### src/rtl/sdram_arbiter_if.sv
// Signal bundle between the SDRAM arbiter, its two requesters and the controller.
// master is the arbiter's view; slave is the view of the surrounding logic.
interface sdram_arbiter_if #(
   parameter int ADDR_WIDTH = 24,
   parameter int DATA_WIDTH = 16
);
   logic                  hi_critical;
   logic                  hi_req;
   logic [ADDR_WIDTH-1:0] hi_addr;
   logic                  hi_ack;
   logic [DATA_WIDTH-1:0] hi_rd_data;
   logic                  lo_req;
   logic                  lo_we;
   logic [ADDR_WIDTH-1:0] lo_addr;
   logic [DATA_WIDTH-1:0] lo_wr_data;
   logic                  lo_ack;
   logic [DATA_WIDTH-1:0] lo_rd_data;
   logic                  lo_idle;
   logic                  sd_enable;
   logic                  sd_we;
   logic [ADDR_WIDTH-1:0] sd_addr;
   logic [DATA_WIDTH-1:0] sd_wr_data;
   logic [DATA_WIDTH-1:0] sd_rd_data;
   logic                  sd_ack;
   logic                  sd_idle;
   logic                  refresh_inhibit;
   logic                  timeout;

   modport master (
      input  hi_critical, hi_req, hi_addr,
      input  lo_req, lo_we, lo_addr, lo_wr_data,
      input  sd_rd_data, sd_ack, sd_idle,
      output hi_ack, hi_rd_data, lo_ack, lo_rd_data, lo_idle,
      output sd_enable, sd_we, sd_addr, sd_wr_data,
      output refresh_inhibit, timeout
   );

   modport slave (
      output hi_critical, hi_req, hi_addr,
      output lo_req, lo_we, lo_addr, lo_wr_data,
      output sd_rd_data, sd_ack, sd_idle,
      input  hi_ack, hi_rd_data, lo_ack, lo_rd_data, lo_idle,
      input  sd_enable, sd_we, sd_addr, sd_wr_data,
      input  refresh_inhibit, timeout
   );
endinterface

### src/rtl/sdram_arbiter.sv
// Two-requester SDRAM access sequencer: high-priority SPI reads, low-priority
// serial read/write, one access at a time with a watchdog abort.
module sdram_arbiter #(
   parameter int ADDR_WIDTH = 24,
   parameter int DATA_WIDTH = 16,
   parameter int TIMEOUT    = 64,
   parameter int TO_WIDTH   = 7
) (
   input logic            clk,
   input logic            reset,
   sdram_arbiter_if.master bus
);
   typedef enum logic [1:0] {IDLE, HI_BUSY, LO_BUSY} state_t;

   // Abort fires on the edge that would take the count to TIMEOUT, so
   // sd_enable is high for exactly TIMEOUT cycles on a hung access.
   localparam logic [TO_WIDTH-1:0] LAST_COUNT = TO_WIDTH'(TIMEOUT - 1);

   state_t                state, state_next;
   logic                  enable_q, enable_d;
   logic                  we_q, we_d;
   logic [ADDR_WIDTH-1:0] addr_q, addr_d;
   logic [DATA_WIDTH-1:0] wdata_q, wdata_d;
   logic [TO_WIDTH-1:0]   count_q, count_d;
   logic                  timeout_q, timeout_d;

   always_ff @(posedge clk or posedge reset) begin
      if (reset) begin
         state     <= IDLE;
         enable_q  <= 1'b0;
         we_q      <= 1'b0;
         addr_q    <= '0;
         wdata_q   <= '0;
         count_q   <= '0;
         timeout_q <= 1'b0;
      end else begin
         state     <= state_next;
         enable_q  <= enable_d;
         we_q      <= we_d;
         addr_q    <= addr_d;
         wdata_q   <= wdata_d;
         count_q   <= count_d;
         timeout_q <= timeout_d;
      end
   end

   always_comb begin
      state_next = state;
      enable_d   = enable_q;
      we_d       = we_q;
      addr_d     = addr_q;
      wdata_d    = wdata_q;
      count_d    = count_q;
      timeout_d  = 1'b0;
      case (state)
         IDLE: begin
            if (bus.hi_req && bus.sd_idle) begin
               state_next = HI_BUSY;
               addr_d     = bus.hi_addr;
               we_d       = 1'b0;
               wdata_d    = DATA_WIDTH'(16'hDEAD);
               enable_d   = 1'b1;
               count_d    = '0;
            end else if (bus.lo_req && !bus.hi_critical && bus.sd_idle) begin
               state_next = LO_BUSY;
               addr_d     = bus.lo_addr;
               we_d       = bus.lo_we;
               wdata_d    = bus.lo_wr_data;
               enable_d   = 1'b1;
               count_d    = '0;
            end
         end
         HI_BUSY, LO_BUSY: begin
            // A completing ack wins over a watchdog expiry in the same cycle.
            if (bus.sd_ack) begin
               state_next = IDLE;
               enable_d   = 1'b0;
               count_d    = '0;
            end else if (count_q == LAST_COUNT) begin
               state_next = IDLE;
               enable_d   = 1'b0;
               count_d    = '0;
               timeout_d  = 1'b1;
            end else begin
               count_d = count_q + TO_WIDTH'(1);
            end
         end
         default: state_next = IDLE;
      endcase
   end

   assign bus.sd_enable       = enable_q;
   assign bus.sd_we           = we_q;
   assign bus.sd_addr         = addr_q;
   assign bus.sd_wr_data      = wdata_q;
   assign bus.timeout         = timeout_q;
   assign bus.hi_ack          = (state == HI_BUSY) && bus.sd_ack;
   assign bus.lo_ack          = (state == LO_BUSY) && bus.sd_ack;
   assign bus.hi_rd_data      = bus.sd_rd_data;
   assign bus.lo_rd_data      = bus.sd_rd_data;
   assign bus.refresh_inhibit = bus.hi_critical || (state == HI_BUSY);
   assign bus.lo_idle         = (state == IDLE) && !bus.hi_critical && bus.sd_idle;
endmodule

### src/flat_wrapper.sv
// flat-port wrapper written by rule: the top's interface ports become plain ports
module sdram_arbiter_flat 
#(
   parameter int ADDR_WIDTH = 24,
   parameter int DATA_WIDTH = 16,
   parameter int TIMEOUT    = 64,
   parameter int TO_WIDTH   = 7
)
  (clk, reset, bus_hi_critical, bus_hi_req, bus_hi_addr, bus_lo_req, bus_lo_we, bus_lo_addr, bus_lo_wr_data, bus_sd_rd_data, bus_sd_ack, bus_sd_idle, bus_hi_ack, bus_hi_rd_data, bus_lo_ack, bus_lo_rd_data, bus_lo_idle, bus_sd_enable, bus_sd_we, bus_sd_addr, bus_sd_wr_data, bus_refresh_inhibit, bus_timeout);
  sdram_arbiter_if #(.ADDR_WIDTH(ADDR_WIDTH), .DATA_WIDTH(DATA_WIDTH)) bus_i ();
  input logic clk;
  input logic reset;
  input wire logic [$bits(bus_i.hi_critical)-1:0] bus_hi_critical;
  input wire logic [$bits(bus_i.hi_req)-1:0] bus_hi_req;
  input wire logic [$bits(bus_i.hi_addr)-1:0] bus_hi_addr;
  input wire logic [$bits(bus_i.lo_req)-1:0] bus_lo_req;
  input wire logic [$bits(bus_i.lo_we)-1:0] bus_lo_we;
  input wire logic [$bits(bus_i.lo_addr)-1:0] bus_lo_addr;
  input wire logic [$bits(bus_i.lo_wr_data)-1:0] bus_lo_wr_data;
  input wire logic [$bits(bus_i.sd_rd_data)-1:0] bus_sd_rd_data;
  input wire logic [$bits(bus_i.sd_ack)-1:0] bus_sd_ack;
  input wire logic [$bits(bus_i.sd_idle)-1:0] bus_sd_idle;
  output wire logic [$bits(bus_i.hi_ack)-1:0] bus_hi_ack;
  output wire logic [$bits(bus_i.hi_rd_data)-1:0] bus_hi_rd_data;
  output wire logic [$bits(bus_i.lo_ack)-1:0] bus_lo_ack;
  output wire logic [$bits(bus_i.lo_rd_data)-1:0] bus_lo_rd_data;
  output wire logic [$bits(bus_i.lo_idle)-1:0] bus_lo_idle;
  output wire logic [$bits(bus_i.sd_enable)-1:0] bus_sd_enable;
  output wire logic [$bits(bus_i.sd_we)-1:0] bus_sd_we;
  output wire logic [$bits(bus_i.sd_addr)-1:0] bus_sd_addr;
  output wire logic [$bits(bus_i.sd_wr_data)-1:0] bus_sd_wr_data;
  output wire logic [$bits(bus_i.refresh_inhibit)-1:0] bus_refresh_inhibit;
  output wire logic [$bits(bus_i.timeout)-1:0] bus_timeout;
  assign bus_i.hi_critical = bus_hi_critical;
  assign bus_i.hi_req = bus_hi_req;
  assign bus_i.hi_addr = bus_hi_addr;
  assign bus_i.lo_req = bus_lo_req;
  assign bus_i.lo_we = bus_lo_we;
  assign bus_i.lo_addr = bus_lo_addr;
  assign bus_i.lo_wr_data = bus_lo_wr_data;
  assign bus_i.sd_rd_data = bus_sd_rd_data;
  assign bus_i.sd_ack = bus_sd_ack;
  assign bus_i.sd_idle = bus_sd_idle;
  assign bus_hi_ack = bus_i.hi_ack;
  assign bus_hi_rd_data = bus_i.hi_rd_data;
  assign bus_lo_ack = bus_i.lo_ack;
  assign bus_lo_rd_data = bus_i.lo_rd_data;
  assign bus_lo_idle = bus_i.lo_idle;
  assign bus_sd_enable = bus_i.sd_enable;
  assign bus_sd_we = bus_i.sd_we;
  assign bus_sd_addr = bus_i.sd_addr;
  assign bus_sd_wr_data = bus_i.sd_wr_data;
  assign bus_refresh_inhibit = bus_i.refresh_inhibit;
  assign bus_timeout = bus_i.timeout;
  sdram_arbiter #(.ADDR_WIDTH(ADDR_WIDTH), .DATA_WIDTH(DATA_WIDTH), .TIMEOUT(TIMEOUT), .TO_WIDTH(TO_WIDTH)) u_core (.clk(clk), .reset(reset), .bus(bus_i));
endmodule
### config.mk
export PLATFORM = sky130hd
export DESIGN_NAME = sdram_arbiter_flat
export DESIGN_NICKNAME = d
export VERILOG_FILES = /design/src/rtl/sdram_arbiter_if.sv /design/src/rtl/sdram_arbiter.sv /design/src/flat_wrapper.sv
export SDC_FILE = /design/constraint.sdc
export NUM_CORES = 1
export LEC_CHECK = 0
export BUFFER_PORTS_ARGS = -buffer_cell sky130_fd_sc_hd__buf_2
export CAP_MARGIN = 0
export CORE_AREA = 10 10 90 92
export CTS_CLUSTER_DIAMETER = 80
export CTS_CLUSTER_SIZE = 10
export DETAILED_ROUTE_END_ITERATION = 12
export DIE_AREA = 0 0 100 102
export GPL_ROUTABILITY_DRIVEN = 0
export GPL_TIMING_DRIVEN = 1
export PLACE_DENSITY = 0.79
export SLEW_MARGIN = 20
export SYNTH_ARGS = -nofsm -noshare
export SYNTH_HDL_FRONTEND = slang
export SYNTH_SLANG_ARGS = --single-unit
### constraint.sdc
create_clock -name clk -period 2.1 [get_ports clk]
set_input_delay 0.21 -clock clk [delete_from_list [all_inputs] [get_ports clk]]
set_output_delay 0.21 -clock clk [all_outputs]
set_load 0.1 [all_outputs]
==> metrics.csv <==
metric,value,unit
fraction of layout cells with a size suffix above 1,0.420,
first-pass iteration count of the detailed router,4,
Critical Path Slowest Stage Cell,buf_2,
CP Cell Sequence,inv_1 > ha_1 > nand2_1 > nor2_2 > buf_2,
critical path class,reg2out,
clock slew at reported path FFs,0.10,ns
post-route setup TNS,0,ns
FF+latch area,1300,um2
Mapped Cells,248,
multiplexer share of the synthesized area,0.0951,
Max rail drop VDD,1.02,mV
postcts setup bufs,0,
Least-Margin Pin Slew,0.759,ns
fin cells,413,
via/cell ratio,5.04,
Max stage delay on crit path,0.43,ns
most frequent cells in the layout,"118 x buf_2, 52 x dfrtp_1, 30 x o21ai_0, 29 x nand2_1, 25 x mux2i_1",
"Distinct cells, synth",37,
# fillers,588,
H-tree Lvls,2,
largest net degree at the start of global routing,55,
I/O pin total,167,
area grow syn2layout,24.5,%
Post-Synth Simple-Gate Area,0.0980,
CTS sink cnt,52,
"Design Area, Final",3270,um2
total power per unit cell area,1800,nW/um2
detailed-route DRC error count,0,
clk_lat worst skew,0.30,ns
Bufs and invs on worst path,2,
crit-path leading delay family,buffers and inverters,
post-synthesis xor/xnor area fraction,0,
CP arrival,1.73,ns
Slew Limit Fails,0,
Post-DRT Antenna Nets,0,
drt first-iter violations,59,
Yosys reg bits,52,
sequential share of the synthesized area,0.495,
Routed WL per cell,16.0,um
status,finished clean,
Die Width,100,um
max frequency,516,MHz
final core occ,0.521,
clk_skew,0.00534,ns
RSZ-0062 raised after global routing,no,
largest family of logic cells by synthesized area,compound AO/OA/AOI/OAI gates,
Worst Hold Class,in2reg,
core area,6280,um2
Starting Density,0.419,
CTS tree,built,
ant diodes,0,
Yosys top cell by area,dfrtp_1,
initial antenna violation count,0,
die area,10200,um2
CTS root buf,clkbuf_8,
Synth area leaders,"dfrtp_1 49%, mux2i_1 9.5%, buf_4 9.4%, o21ai_0 5.7%, nand2_1 4.1%",
Post-Syn Nets,341,
Placed Area,3080,um2
fin crit share,0.924,
Fin. Hold Viols,0,
Yosys top cell area share,0.495,
"commonest non-fill, non-tap cell in the layout",buf_2,
Worst Path Required,1.89,ns
CP Max Fanout,5,
Layout Nets,428,
Post-Place Cells,403,
Synth Area in Compound Gates,0.170,
Slew HR,0.492,
Syn Std Cell Area,2630,um2
Critical Path Sink Type,output port,
fin crit period,1.94,ns
CTS Buf Count,5,
routed via count,2083,
CTS resizes,0,
All-Layer GR Usage,0.122,
global-route wire length before repair,10500,um
Worst setup SP type,flip-flop,
routed wire length,6620,um
synth warn,0,
vias in the first global route,2191,
area of the multi-input gates,1030,um2
Adder-Cell Fraction of Synth Area,0.0238,
max cap viols,0,
PortBufs,118,
Bufs on Longest Clock Path,2,
Final Setup Violations,0,
row count,29,
DP Wirelength,5160,um
Die Ht,102,um
Leak,1.73,nW
total gr overflow,0,
Avg Inst Size Synth,10.6,um2
[stage by stage]
step	total power, mW	hold WS (ns)	setup WS, ns
floorplan	4.68	0.336	0.313
global placement	4.96	0.276	0.330
detailed placement	5.01	0.285	0.265
CTS	5.94	0.101	0.164
global route	6.20	0.0999	0.0529
finish	5.90	0.113	0.160
[per-layer routing]
metal / global-route usage / wire [um]
met3: 0.0439 / 586
met5: 0 / 0
met2: 0.220 / 3400
met1: 0.131 / 2540
met4: 0.0413 / 99
[cell type report]
type / instances / share of cell area
multi-input cells: 147 / 0.314
clock buffers: 5 / 0.0210
repair buffers: 124 / 0.205
well taps: 77 / 0.0294
clock inverters: 3 / 0.0275
flip-flops and latches: 52 / 0.398
inverters: 5 / 0.00573
[Yosys cell counts, drive strengths merged]
cell and instances:
o22ai 2, nand2 29, o21bai 1, o22a 11, dfrtp 52, a21o 1, nor2b 2, o31ai 3
or3 1, nor2 5, mux2i 25, o21ai 30, buf 36, or2 1, a31oi 1, nand4 1
clkbuf 8, or4b 1, o21a 2, a22o 6, nand3 3, or2b 2, ha 5, a21oi 5
a22oi 1, inv 5, and2 2, o211ai 1, and4 1, o211a 1, nand2b 2, nor3 2
[where the power goes]
| part | switching [mW] | internal, mW |
|---|---|---|
| registers | 0.167 | 1.32 |
| logic | 2.93 | 0.566 |
| clock network | 0.319 | 0.595 |
| total | 3.42 | 2.49 |
[path summary, 6_finish.rpt]
path                            cells after the start  slack (ns)                         to              startpoint
worst max-delay path                                5        0.16                bus_lo_idle         u_core.state[1]
worst min-delay path                                2        0.11  u_core.bus.sd_wr_data[10]      bus_lo_wr_data[10]
worst max register to register                      6        0.25          u_core.count_q[5]         u_core.state[0]
min in group asynchronous                           4        0.50           u_core.bus.sd_we                   reset
worst min register to register                      2        0.48     u_core.bus.sd_addr[11]  u_core.bus.sd_addr[11]
max in group asynchronous                           4        1.36      u_core.bus.sd_addr[8]                   reset
[cell families (layout without fill, tap and decap cells)]
family,Yosys count,after routing
AOI/OAI and AO/OA,65,65
DFF,52,52
adders and majority gates,5,5
buffers and inverters,49,137
and+or+nand+nor,52,52
muxes,25,25
[repair_timing]
item / CTS / global route
endpoints found under the setup margin: 0 / 0
hold buffers: 1 / 0
hold endpoints to repair: 52 / 0
[worst register-to-register path, delay by kind of cell (launching register included)]
family	cells	cell delay [ns]
AND/OR/NAND/NOR	2	0.79
flip-flops	1	0.38
AO/OA/AOI/OAI	2	0.26
adder cells (fa/ha/maj)	1	0.25
buffers and inverters	1	0.09
[flip-flops by register name, summed over array words and instances (netlist names)]
signal                 cells
u_core.bus.sd_addr        24
u_core.state               2
u_core.count_q             7
u_core.bus.sd_we           1
u_core.bus.timeout         1
u_core.bus.sd_wr_data     16
u_core.bus.sd_enable       1
Power figures use the tool's default switching activity.
